`config.mk`:
```
export PLATFORM = sky130hd
export DESIGN_NAME = bus_arbiter
export DESIGN_NICKNAME = d
export VERILOG_FILES = /design/src/rtl/bus_arbiter_pkg.sv /design/src/rtl/bus_arbiter_req_latch.sv /design/src/rtl/bus_arbiter.sv
export SDC_FILE = /design/constraint.sdc
export NUM_CORES = 1
export LEC_CHECK = 0
export CAP_MARGIN = 20
export CORE_MARGIN = 3
export CORE_UTILIZATION = 53
export CTS_CLUSTER_DIAMETER = 40
export CTS_CLUSTER_SIZE = 14
export DETAILED_ROUTE_END_ITERATION = 8
export PLACE_DENSITY = 0.95
export SLEW_MARGIN = 10
export SYNTH_ARGS = -nofsm -noshare
export SYNTH_HDL_FRONTEND = slang
export SYNTH_SLANG_ARGS = --single-unit
```
`constraint.sdc`:
```
create_clock -name i_clk -period 3.6 [get_ports i_clk]
set_clock_uncertainty 0.1 [all_clocks]
set_input_delay 0.72 -clock i_clk [delete_from_list [all_inputs] [get_ports i_clk]]
set_output_delay 0.72 -clock i_clk [all_outputs]
set_load 0.02 [all_outputs]
```
`src/rtl/bus_arbiter_pkg.sv`:
```
// Shared types for the two-master bus arbiter: FSM states,
// captured request bundle, bhw codes and the timeout read value.
package bus_arbiter_pkg;

    typedef enum logic [1:0] {
        ST_IDLE  = 2'd0,
        ST_ISSUE = 2'd1,
        ST_WAIT  = 2'd2
    } state_e;

    localparam logic [2:0] BHW_BYTE = 3'd0;
    localparam logic [2:0] BHW_HALF = 3'd1;
    localparam logic [2:0] BHW_WORD = 3'd2;

    localparam logic [31:0] ERR_DATA_DEFAULT = 32'hDEADBEEF;

    typedef struct packed {
        logic [31:0] addr;
        logic [31:0] data;
        logic [2:0]  bhw;
        logic        wnr;
    } bus_req_t;

endpackage

```
`src/rtl/bus_arbiter_req_latch.sv`:
```
// Per-master request capture: holds one outstanding request.
// Ports: i_dv/i_req capture, i_clr retire, o_pending/o_req, sticky o_protocol_err.
module bus_arbiter_req_latch
    import bus_arbiter_pkg::*;
(
    input  logic     i_clk,
    input  logic     i_rst_n,
    input  logic     i_dv,
    input  bus_req_t i_req,
    input  logic     i_clr,
    output logic     o_pending,
    output bus_req_t o_req,
    output logic     o_protocol_err
);

    logic     pending_q, pending_d;
    bus_req_t req_q, req_d;
    logic     err_q, err_d;

    // A pulse while still pending is dropped; the pending flag is
    // checked before this edge's retire, so a pulse in the response
    // cycle (flag already clear) is a legal new request.
    always_comb begin
        pending_d = pending_q;
        req_d     = req_q;
        err_d     = err_q;
        if (i_clr) begin
            pending_d = 1'b0;
        end
        if (i_dv) begin
            if (pending_q) begin
                err_d = 1'b1;
            end else begin
                pending_d = 1'b1;
                req_d     = i_req;
            end
        end
    end

    always_ff @(posedge i_clk or negedge i_rst_n) begin
        if (!i_rst_n) begin
            pending_q <= 1'b0;
            req_q     <= '0;
            err_q     <= 1'b0;
        end else begin
            pending_q <= pending_d;
            req_q     <= req_d;
            err_q     <= err_d;
        end
    end

    assign o_pending      = pending_q;
    assign o_req          = req_q;
    assign o_protocol_err = err_q;

endmodule

```
`src/rtl/bus_arbiter.sv`:
```
// Two-master round-robin bus arbiter with slave watchdog.
// Ports: i_mX_* requests, o_mX_* responses, o_bus_*/i_bus_* slave side, status flags.
module bus_arbiter
    import bus_arbiter_pkg::*;
#(
    parameter int          TIMEOUT_CYCLES = 256,
    parameter logic [31:0] ERR_DATA       = ERR_DATA_DEFAULT
) (
    input  logic        i_clk,
    input  logic        i_rst_n,
    input  logic        i_m0_DV,
    input  logic [31:0] i_m0_address,
    input  logic [31:0] i_m0_data,
    input  logic [2:0]  i_m0_bhw,
    input  logic        i_m0_write_notread,
    output logic [31:0] o_m0_data,
    output logic        o_m0_DV,
    output logic        o_m0_timeout,
    input  logic        i_m1_DV,
    input  logic [31:0] i_m1_address,
    input  logic [31:0] i_m1_data,
    input  logic [2:0]  i_m1_bhw,
    input  logic        i_m1_write_notread,
    output logic [31:0] o_m1_data,
    output logic        o_m1_DV,
    output logic        o_m1_timeout,
    output logic [31:0] o_bus_address,
    output logic [31:0] o_bus_data,
    output logic [2:0]  o_bus_bhw,
    output logic        o_bus_write_notread,
    output logic        o_bus_DV,
    input  logic [31:0] i_bus_data,
    input  logic        i_bus_DV,
    output logic        o_owner,
    output logic        o_busy,
    output logic        o_protocol_err,
    output logic        o_stray_resp
);

    localparam logic [15:0] CNT_LAST = 16'(TIMEOUT_CYCLES - 1);

    logic [1:0] pending;
    logic [1:0] clr;
    logic [1:0] perr;
    bus_req_t   req0, req1;

    bus_arbiter_req_latch u_m0 (
        .i_clk          (i_clk),
        .i_rst_n        (i_rst_n),
        .i_dv           (i_m0_DV),
        .i_req          ({i_m0_address, i_m0_data,
                          i_m0_bhw, i_m0_write_notread}),
        .i_clr          (clr[0]),
        .o_pending      (pending[0]),
        .o_req          (req0),
        .o_protocol_err (perr[0])
    );

    bus_arbiter_req_latch u_m1 (
        .i_clk          (i_clk),
        .i_rst_n        (i_rst_n),
        .i_dv           (i_m1_DV),
        .i_req          ({i_m1_address, i_m1_data,
                          i_m1_bhw, i_m1_write_notread}),
        .i_clr          (clr[1]),
        .o_pending      (pending[1]),
        .o_req          (req1),
        .o_protocol_err (perr[1])
    );

    state_e           state_q, state_d;
    logic             owner_q, owner_d;
    logic             last_q, last_d;
    logic [15:0]      cnt_q, cnt_d;
    bus_req_t         bus_q, bus_d;
    logic [1:0][31:0] rsp_data_q, rsp_data_d;
    logic [1:0]       rsp_dv_q, rsp_dv_d;
    logic [1:0]       rsp_to_q, rsp_to_d;
    logic             stray_q, stray_d;
    logic             grant;

    // Round-robin: on a tie the master not served last wins.
    assign grant = (&pending) ? ~last_q : pending[1];

    always_comb begin
        state_d    = state_q;
        owner_d    = owner_q;
        last_d     = last_q;
        cnt_d      = cnt_q;
        bus_d      = bus_q;
        rsp_data_d = rsp_data_q;
        rsp_dv_d   = 2'b00;
        rsp_to_d   = 2'b00;
        clr        = 2'b00;
        stray_d    = stray_q | (i_bus_DV & (state_q != ST_WAIT));
        unique case (state_q)
            ST_IDLE: begin
                if (|pending) begin
                    owner_d = grant;
                    bus_d   = grant ? req1 : req0;
                    state_d = ST_ISSUE;
                end
            end
            ST_ISSUE: begin
                cnt_d   = '0;
                state_d = ST_WAIT;
            end
            ST_WAIT: begin
                if (i_bus_DV) begin
                    rsp_data_d[owner_q] = i_bus_data;
                    rsp_dv_d[owner_q]   = 1'b1;
                    clr[owner_q]        = 1'b1;
                    last_d              = owner_q;
                    state_d             = ST_IDLE;
                end else if (cnt_q == CNT_LAST) begin
                    rsp_data_d[owner_q] = ERR_DATA;
                    rsp_dv_d[owner_q]   = 1'b1;
                    rsp_to_d[owner_q]   = 1'b1;
                    clr[owner_q]        = 1'b1;
                    state_d             = ST_IDLE;
                end else begin
                    cnt_d = cnt_q + 16'd1;
                end
            end
            default: state_d = ST_IDLE;
        endcase
    end

    always_ff @(posedge i_clk or negedge i_rst_n) begin
        if (!i_rst_n) begin
            state_q    <= ST_IDLE;
            owner_q    <= 1'b0;
            last_q     <= 1'b1;
            cnt_q      <= '0;
            bus_q      <= '0;
            rsp_data_q <= '0;
            rsp_dv_q   <= 2'b00;
            rsp_to_q   <= 2'b00;
            stray_q    <= 1'b0;
        end else begin
            state_q    <= state_d;
            owner_q    <= owner_d;
            last_q     <= last_d;
            cnt_q      <= cnt_d;
            bus_q      <= bus_d;
            rsp_data_q <= rsp_data_d;
            rsp_dv_q   <= rsp_dv_d;
            rsp_to_q   <= rsp_to_d;
            stray_q    <= stray_d;
        end
    end

    assign o_m0_data           = rsp_data_q[0];
    assign o_m0_DV             = rsp_dv_q[0];
    assign o_m0_timeout        = rsp_to_q[0];
    assign o_m1_data           = rsp_data_q[1];
    assign o_m1_DV             = rsp_dv_q[1];
    assign o_m1_timeout        = rsp_to_q[1];
    assign o_bus_address       = bus_q.addr;
    assign o_bus_data          = bus_q.data;
    assign o_bus_bhw           = bus_q.bhw;
    assign o_bus_write_notread = bus_q.wnr;
    assign o_bus_DV            = (state_q == ST_ISSUE);
    assign o_owner             = owner_q;
    assign o_busy              = (state_q != ST_IDLE);
    assign o_protocol_err      = |perr;
    assign o_stray_resp        = stray_q;

endmodule

```
==> results.json, run 1 <==
{
  "status": "complete, no violations",
  "grt.total_usage": 0.273,
  "clk_path_buf_depth": 3,
  "dpl.hpwl_um": 22400,
  "place.gp.congestion": 0.871,
  "r2r_slack_ns": 1.16,
  "syn_inst": 912,
  "synth_edf_count": 0,
  "mostFrequentLayoutCell": "clkdlybuf4s50_1",
  "relSlewSlack": 0.374,
  "finalCriticalPeriod_ns": 2.77,
  "fin_crit_sh": 0.771,
  "cp.required_ns": 2.78,
  "tritoncts": "done",
  "core_um2": 22200,
  "arrival_ns": 1.95,
  "power_density_nw_per_um2": 975,
  "clock-root-buffer": "clkbuf_16",
  "ctsResizeCount": 0,
  "rsz0062_at_grt": "false",
  "synthArstFlopShare": 1.00,
  "place_area_um2": 15500,
  "synthFlopType": "dfrtp_1",
  "r2r_start": "state_q[0]$_DFFE_PN0P_",
  "drive_gt1_frac": 0.190,
  "drt_first_pass_iters": 5,
  "p_leak_nw": 7.29,
  "cts_made_buffers": 38,
  "dp_slack_ns": 0.862,
  "fmax_mhz": 361,
  "routed_wl_um": 33900,
  "grt_max_degree": 73,
  "synth_seq_cells": 297,
  "synthesis.area_um2": 12100,
  "drcViolationCount": 0,
  "die_w_um": 157,
  "grt_pass1_vias": 9764,
  "drv_cap": 0,
  "cts.htree.levels": 2,
  "setup_viol": 0,
  "final_cell_mix": "clkdlybuf4s50_1, dfrtp_1, mux2_2",
  "die_h_um": 157,
  "tightest_slew_ns": 0.937,
  "cp_max_fo": 5,
  "clock_sinks": 297,
  "path_clk_slew_ns": 0.06,
  "fin_area_um2": 16800,
  "reg2reg_depth": 6,
  "hold_viol_final": 0,
  "antenna_found_initial": 0,
  "hp-class": "in -> async",
  "first_iter_violations": 533,
  "ys_seq_area_frac": 0.613,
  "synth_nets": 1089,
  "ios": 314,
  "ant_nets": 0,
  "postCtsSetupRepairBufs": 0,
  "initial_utilization": 0.547,
  "timing.setup.tns_ns": 0,
  "ys_types": 52,
  "worstSetupPathType": "reg -> out",
  "r2r_end": "o_m0_data[12]$_DFFE_PN0P_",
  "yosysWarnings": 0,
  "vdd_ir_drop_max_v": 0.000580,
  "num_rows": 54,
  "grt_overflow": 0,
  "dieArea_um2": 24700,
  "slew_viol_final": 0,
  "vias": 8974,
  "viasPerCell": 5.87,
  "setup_ws_ns": 0.826,
  "hold_buffers": 0,
  "grt_pass1_wl_um": 52900,
  "avgSynthCellArea_um2": 13.3,
  "clk_latency_ns": 0.52,
  "portBuffers": 313,
  "antenna_cells": 0,
  "finalNetCount": 1397,
  "cp-end-kind": "output port",
  "cp-start-kind": "flop",
  "area_growth_pct": 38.9,
  "wire_per_inst_um": 22.2
}
-- where the power goes --
group          leakage, nW  switching [W]  internal [W]
Clock                0.614        0.00153       0.00233
Combinational         3.07        0.00337       0.00326
Sequential            3.61       0.000999       0.00493
Total                 7.29        0.00590        0.0105
-- flip-flops by register name (all words and copies together) (netlist names), 2 cells and up --
signal,cells
o_m1_data,32
o_m0_data,32
o_bus_data,32
u_m1.o_req,68
rsp_to_q,2
rsp_dv_q,2
o_bus_bhw,3
o_bus_address,32
cnt_q,16
u_m0.o_req,68
state_q,2
-- how the worst max path moves through the flow --
stage | start | end | slack [ns] | depth (start not counted)
2_1_floorplan | state_q[0]$_DFFE_PN0P_ | o_m0_data[10]$_DFFE_PN0P_ | 1.55 | 10
3_3_place_gp | i_bus_DV | o_m0_data[18]$_DFFE_PN0P_ | 0.95 | 4
3_5_place_dp | i_bus_DV | o_m0_data[1]$_DFFE_PN0P_ | 0.86 | 4
4_1_cts | state_q[0]$_DFFE_PN0P_ | o_busy | 0.82 | 4
5_1_grt | state_q[0]$_DFFE_PN0P_ | o_busy | 0.72 | 4
6_report | state_q[1]$_DFFE_PN0P_ | o_busy | 0.83 | 4
-- synthesized netlist by cell type, types with 2 or more instances --
| cell type | n | area (um^2) |
|---|---|---|
| buf_1 | 9 | 33.8 |
| buf_6 | 4 | 45.0 |
| mux2_2 | 136 | 1530 |
| o41ai_1 | 4 | 35.0 |
| or4_1 | 3 | 22.5 |
| a31oi_1 | 2 | 12.5 |
| o21ai_0 | 75 | 375 |
| o22ai_1 | 2 | 12.5 |
| nand3_1 | 4 | 20.0 |
| a211oi_1 | 3 | 22.5 |
| dfrtp_1 | 296 | 7410 |
| nand4_1 | 6 | 37.5 |
| nor3_1 | 2 | 10.0 |
| buf_4 | 3 | 22.5 |
| and4_1 | 3 | 26.3 |
| nor2b_1 | 2 | 12.5 |
| a21oi_1 | 4 | 20.0 |
| nand2_1 | 81 | 304 |
| a32o_1 | 24 | 240 |
| inv_1 | 10 | 37.5 |
| buf_2 | 15 | 75.1 |
| nor2_1 | 4 | 15.0 |
| o31ai_1 | 10 | 75.1 |
| and3_1 | 2 | 12.5 |
| nand2b_1 | 27 | 169 |
| and4_4 | 2 | 22.5 |
| ha_1 | 4 | 50.1 |
| clkbuf_1 | 32 | 120 |
| nand4b_1 | 2 | 17.5 |
| mux2i_1 | 69 | 691 |
| o211ai_1 | 3 | 22.5 |
| nand3b_1 | 2 | 15.0 |
| a21o_1 | 6 | 45.0 |
| a22o_1 | 43 | 377 |
-- logic make-up after synthesis --
logic type	synth area share
flops	0.613
mux	0.184
compound gates	0.108
simple gates	0.0624
buf+inv	0.0281
fa+ha+maj	0.00413
-- area by class of cell --
cell class	instances	area, um^2
multi-input combinational	541	4390
tap	280	350
clock inverter	28	314
clock buffer	40	990
fill	1263	5320
inverter	11	43.8
timing repair buffer	331	3320
sequential	297	7430
-- worst max-delay path: stages, from the launching register on --
cell and delay, ns:
dfrtp_1 0.38, inv_1 0.08, ha_1 0.28, inv_1 0.08, clkdlybuf4s50_1 0.62
-- routing by layer --
metal / vias to the layer above / routed length (um) / track usage
li1: 3923 / - / -
met1: 4561 / 12600 / 0.322
met2: 397 / 17000 / 0.470
met3: 93 / 3040 / 0.0872
met4: 0 / 1310 / 0.105
met5: - / 0 / 0
-- per-stage QoR --
stage               hold slack [ns]  instances  power, W   util
detailed placement            0.344       1460    0.0125  0.701
global route                  0.105       1528    0.0173  0.760
floorplan                     0.320        912   0.00964      -
finish                       0.0692       1528    0.0164  0.760
CTS                          0.0942       1528    0.0165  0.760
global placement              0.332       1460    0.0121  0.701
Power figures use the tool's default switching activity.
==> inputs of run 2 (changes only) <==
- CORE_UTILIZATION: 53 -> 49
- PLACE_DENSITY: 0.95 -> 0.91
- clock period: 3.6 -> 2.6 ns (I/O delays scaled with it)
==> results.json, run 2 (synthesized netlist as in run 1, its figures left out) <==
{
  "timing.hold.ws_ns": 0.378,
  "multiInputGateArea_um2": 4390,
  "grt_pass1_vias": 9591,
  "die_h_um": 163,
  "initial_utilization": 0.508,
  "cp.required_ns": 1.98,
  "clock-root-buffer": "clkbuf_16",
  "dpl.hpwl_um": 22400,
  "r2r_start": "u_m0.o_pending$_DFF_PN0_",
  "route.met3.wl_um": 2650,
  "arrival_ns": 1.90,
  "wl_met1_um": 12800,
  "grt.total_usage": 0.248,
  "first_iter_violations": 644,
  "num_rows": 56,
  "path_clk_slew_ns": 0.05,
  "startpoint": "state_q[0]$_DFFE_PN0P_",
  "status": "complete, no violations",
  "clk_latency_ns": 0.52,
  "wire_per_inst_um": 20.8,
  "reg2reg_depth": 3,
  "postCtsSetupRepairBufs": 0,
  "final_cell_mix": "clkdlybuf4s50_1, dfrtp_1, mux2_2",
  "path_buf_inv": 3,
  "area_growth_pct": 41.9,
  "antenna_cells": 0,
  "place.gp.congestion": 0.854,
  "critPathCapture": "o_busy",
  "worstSetupPathType": "reg -> out",
  "fmax_mhz": 396,
  "fin_crit_sh": 0.971,
  "clock_sinks": 297,
  "core_um2": 23900,
  "mostFrequentLayoutCell": "clkdlybuf4s50_1",
  "r2r_slack_ns": 0.51,
  "hp-class": "reg -> reg",
  "setup_ws_ns": 0.0762,
  "maxUsedRoutingLayer": "met4",
  "power_density_nw_per_um2": 1350,
  "fin_area_um2": 17200,
  "viasPerCell": 5.65,
  "p_leak_nw": 7.45,
  "finalNetCount": 1415,
  "vdd_ir_drop_max_v": 0.000789,
  "routed_wl_um": 33000,
  "drcViolationCount": 0,
  "cp-end-kind": "output port",
  "drive_gt1_frac": 0.203,
  "cts.htree.levels": 2,
  "max_stage_delay_ns": 0.55,
  "path_depth": 4,
  "vias": 8968,
  "ant_nets": 0,
  "cp_slowest_cell": "clkdlybuf4s50_1",
  "tritoncts": "done",
  "finalCriticalPeriod_ns": 2.52,
  "drv_cap": 0,
  "crit_chain": "inv_1, ha_2, inv_1, clkdlybuf4s50_1",
  "cp-start-kind": "flop",
  "slew_viol_final": 0,
  "regArea_um2": 7430,
  "hold_viol_final": 0,
  "clk_path_buf_depth": 3,
  "tightest_slew_ns": 0.863,
  "dp_slack_ns": 0.361,
  "relSlewSlack": 0.423,
  "grt_max_degree": 78,
  "crit_family": "buffers and inverters",
  "grt_pass1_wl_um": 52200,
  "portBuffers": 313,
  "r2r_end": "o_bus_address[4]$_DFFE_PN0P_",
  "cts_made_buffers": 41,
  "setup_viol": 0,
  "drt_first_pass_iters": 5,
  "fillers": 1502,
  "place_area_um2": 15700,
  "ios": 314,
  "cp_max_fo": 5,
  "wl_met2_um": 16500,
  "die_w_um": 163,
  "dieArea_um2": 26700,
  "crit_top_cell": "inv_1",
  "antenna_found_initial": 0,
  "grt_overflow": 0
}
-- run 2: cell count changes in the layout (fill, tap and decap cells not counted), sizes merged --
cell / previous run / this run
dlygate4sd3: 0 / 1
clkinvlp: 9 / 5
buf: 19 / 33
inv: 18 / 20
clkinv: 8 / 9
clkbuf: 40 / 47
-- run 2: cell type report --
| type | instances | area share |
|---|---|---|
| Multi-Input combinational cell | 541 | 0.255 |
| Clock inverter | 27 | 0.0188 |
| Timing Repair Buffer | 346 | 0.203 |
| Inverter | 11 | 0.00255 |
| Tap cell | 319 | 0.0232 |
| Clock buffer | 47 | 0.0652 |
| Sequential cell | 297 | 0.432 |
-- run 2: metrics by stage --
step | util | cells | setup TNS, ns | power (W)
6_report | 0.720 | 1588 | 0 | 0.0231
5_1_grt | 0.720 | 1588 | -0.00230 | 0.0243
4_1_cts | 0.720 | 1588 | 0 | 0.0233
3_5_place_dp | 0.659 | 1513 | 0 | 0.0173
3_3_place_gp | 0.659 | 1513 | 0 | 0.0169
2_1_floorplan | - | 912 | 0 | 0.0134
-- run 2: routing by layer --
| layer | vias up | track usage |
|---|---|---|
| met5 | - | 0 |
| met4 | 0 | 0.0903 |
| met3 | 82 | 0.0596 |
| met2 | 406 | 0.425 |
| met1 | 4504 | 0.308 |
| li1 | 3976 | - |
-- run 2: worst min-delay path by stage --
stage	depth (start not counted)	end	slack (ns)	from
6_report	1	u_m1.o_protocol_err$_DFFE_PN0P_	0.38	u_m1.o_protocol_err$_DFFE_PN0P_
5_1_grt	1	u_m0.o_protocol_err$_DFFE_PN0P_	0.41	u_m0.o_protocol_err$_DFFE_PN0P_
4_1_cts	1	u_m1.o_protocol_err$_DFFE_PN0P_	0.38	u_m1.o_protocol_err$_DFFE_PN0P_
3_5_place_dp	1	u_m1.o_protocol_err$_DFFE_PN0P_	0.36	u_m1.o_protocol_err$_DFFE_PN0P_
3_3_place_gp	1	u_m1.o_protocol_err$_DFFE_PN0P_	0.33	u_m1.o_protocol_err$_DFFE_PN0P_
2_1_floorplan	0	cnt_q[0]$_DFFE_PN0P_	0.12	i_rst_n
-- run 2: power by group --
group | switching, W | total (W) | internal [W]
Clock | 0.00219 | 0.00576 | 0.00357
Sequential | 0.00137 | 0.00820 | 0.00683
Combinational | 0.00457 | 0.00918 | 0.00461
Total | 0.00813 | 0.0231 | 0.0150
-- run 2: timing repair --
item | 4_1_cts | 5_1_grt
resized for setup | 0 | 1
hold buffers | 1 | 0
hold endpoints to repair | 65 | 0
endpoints found under the setup margin | 0 | 1
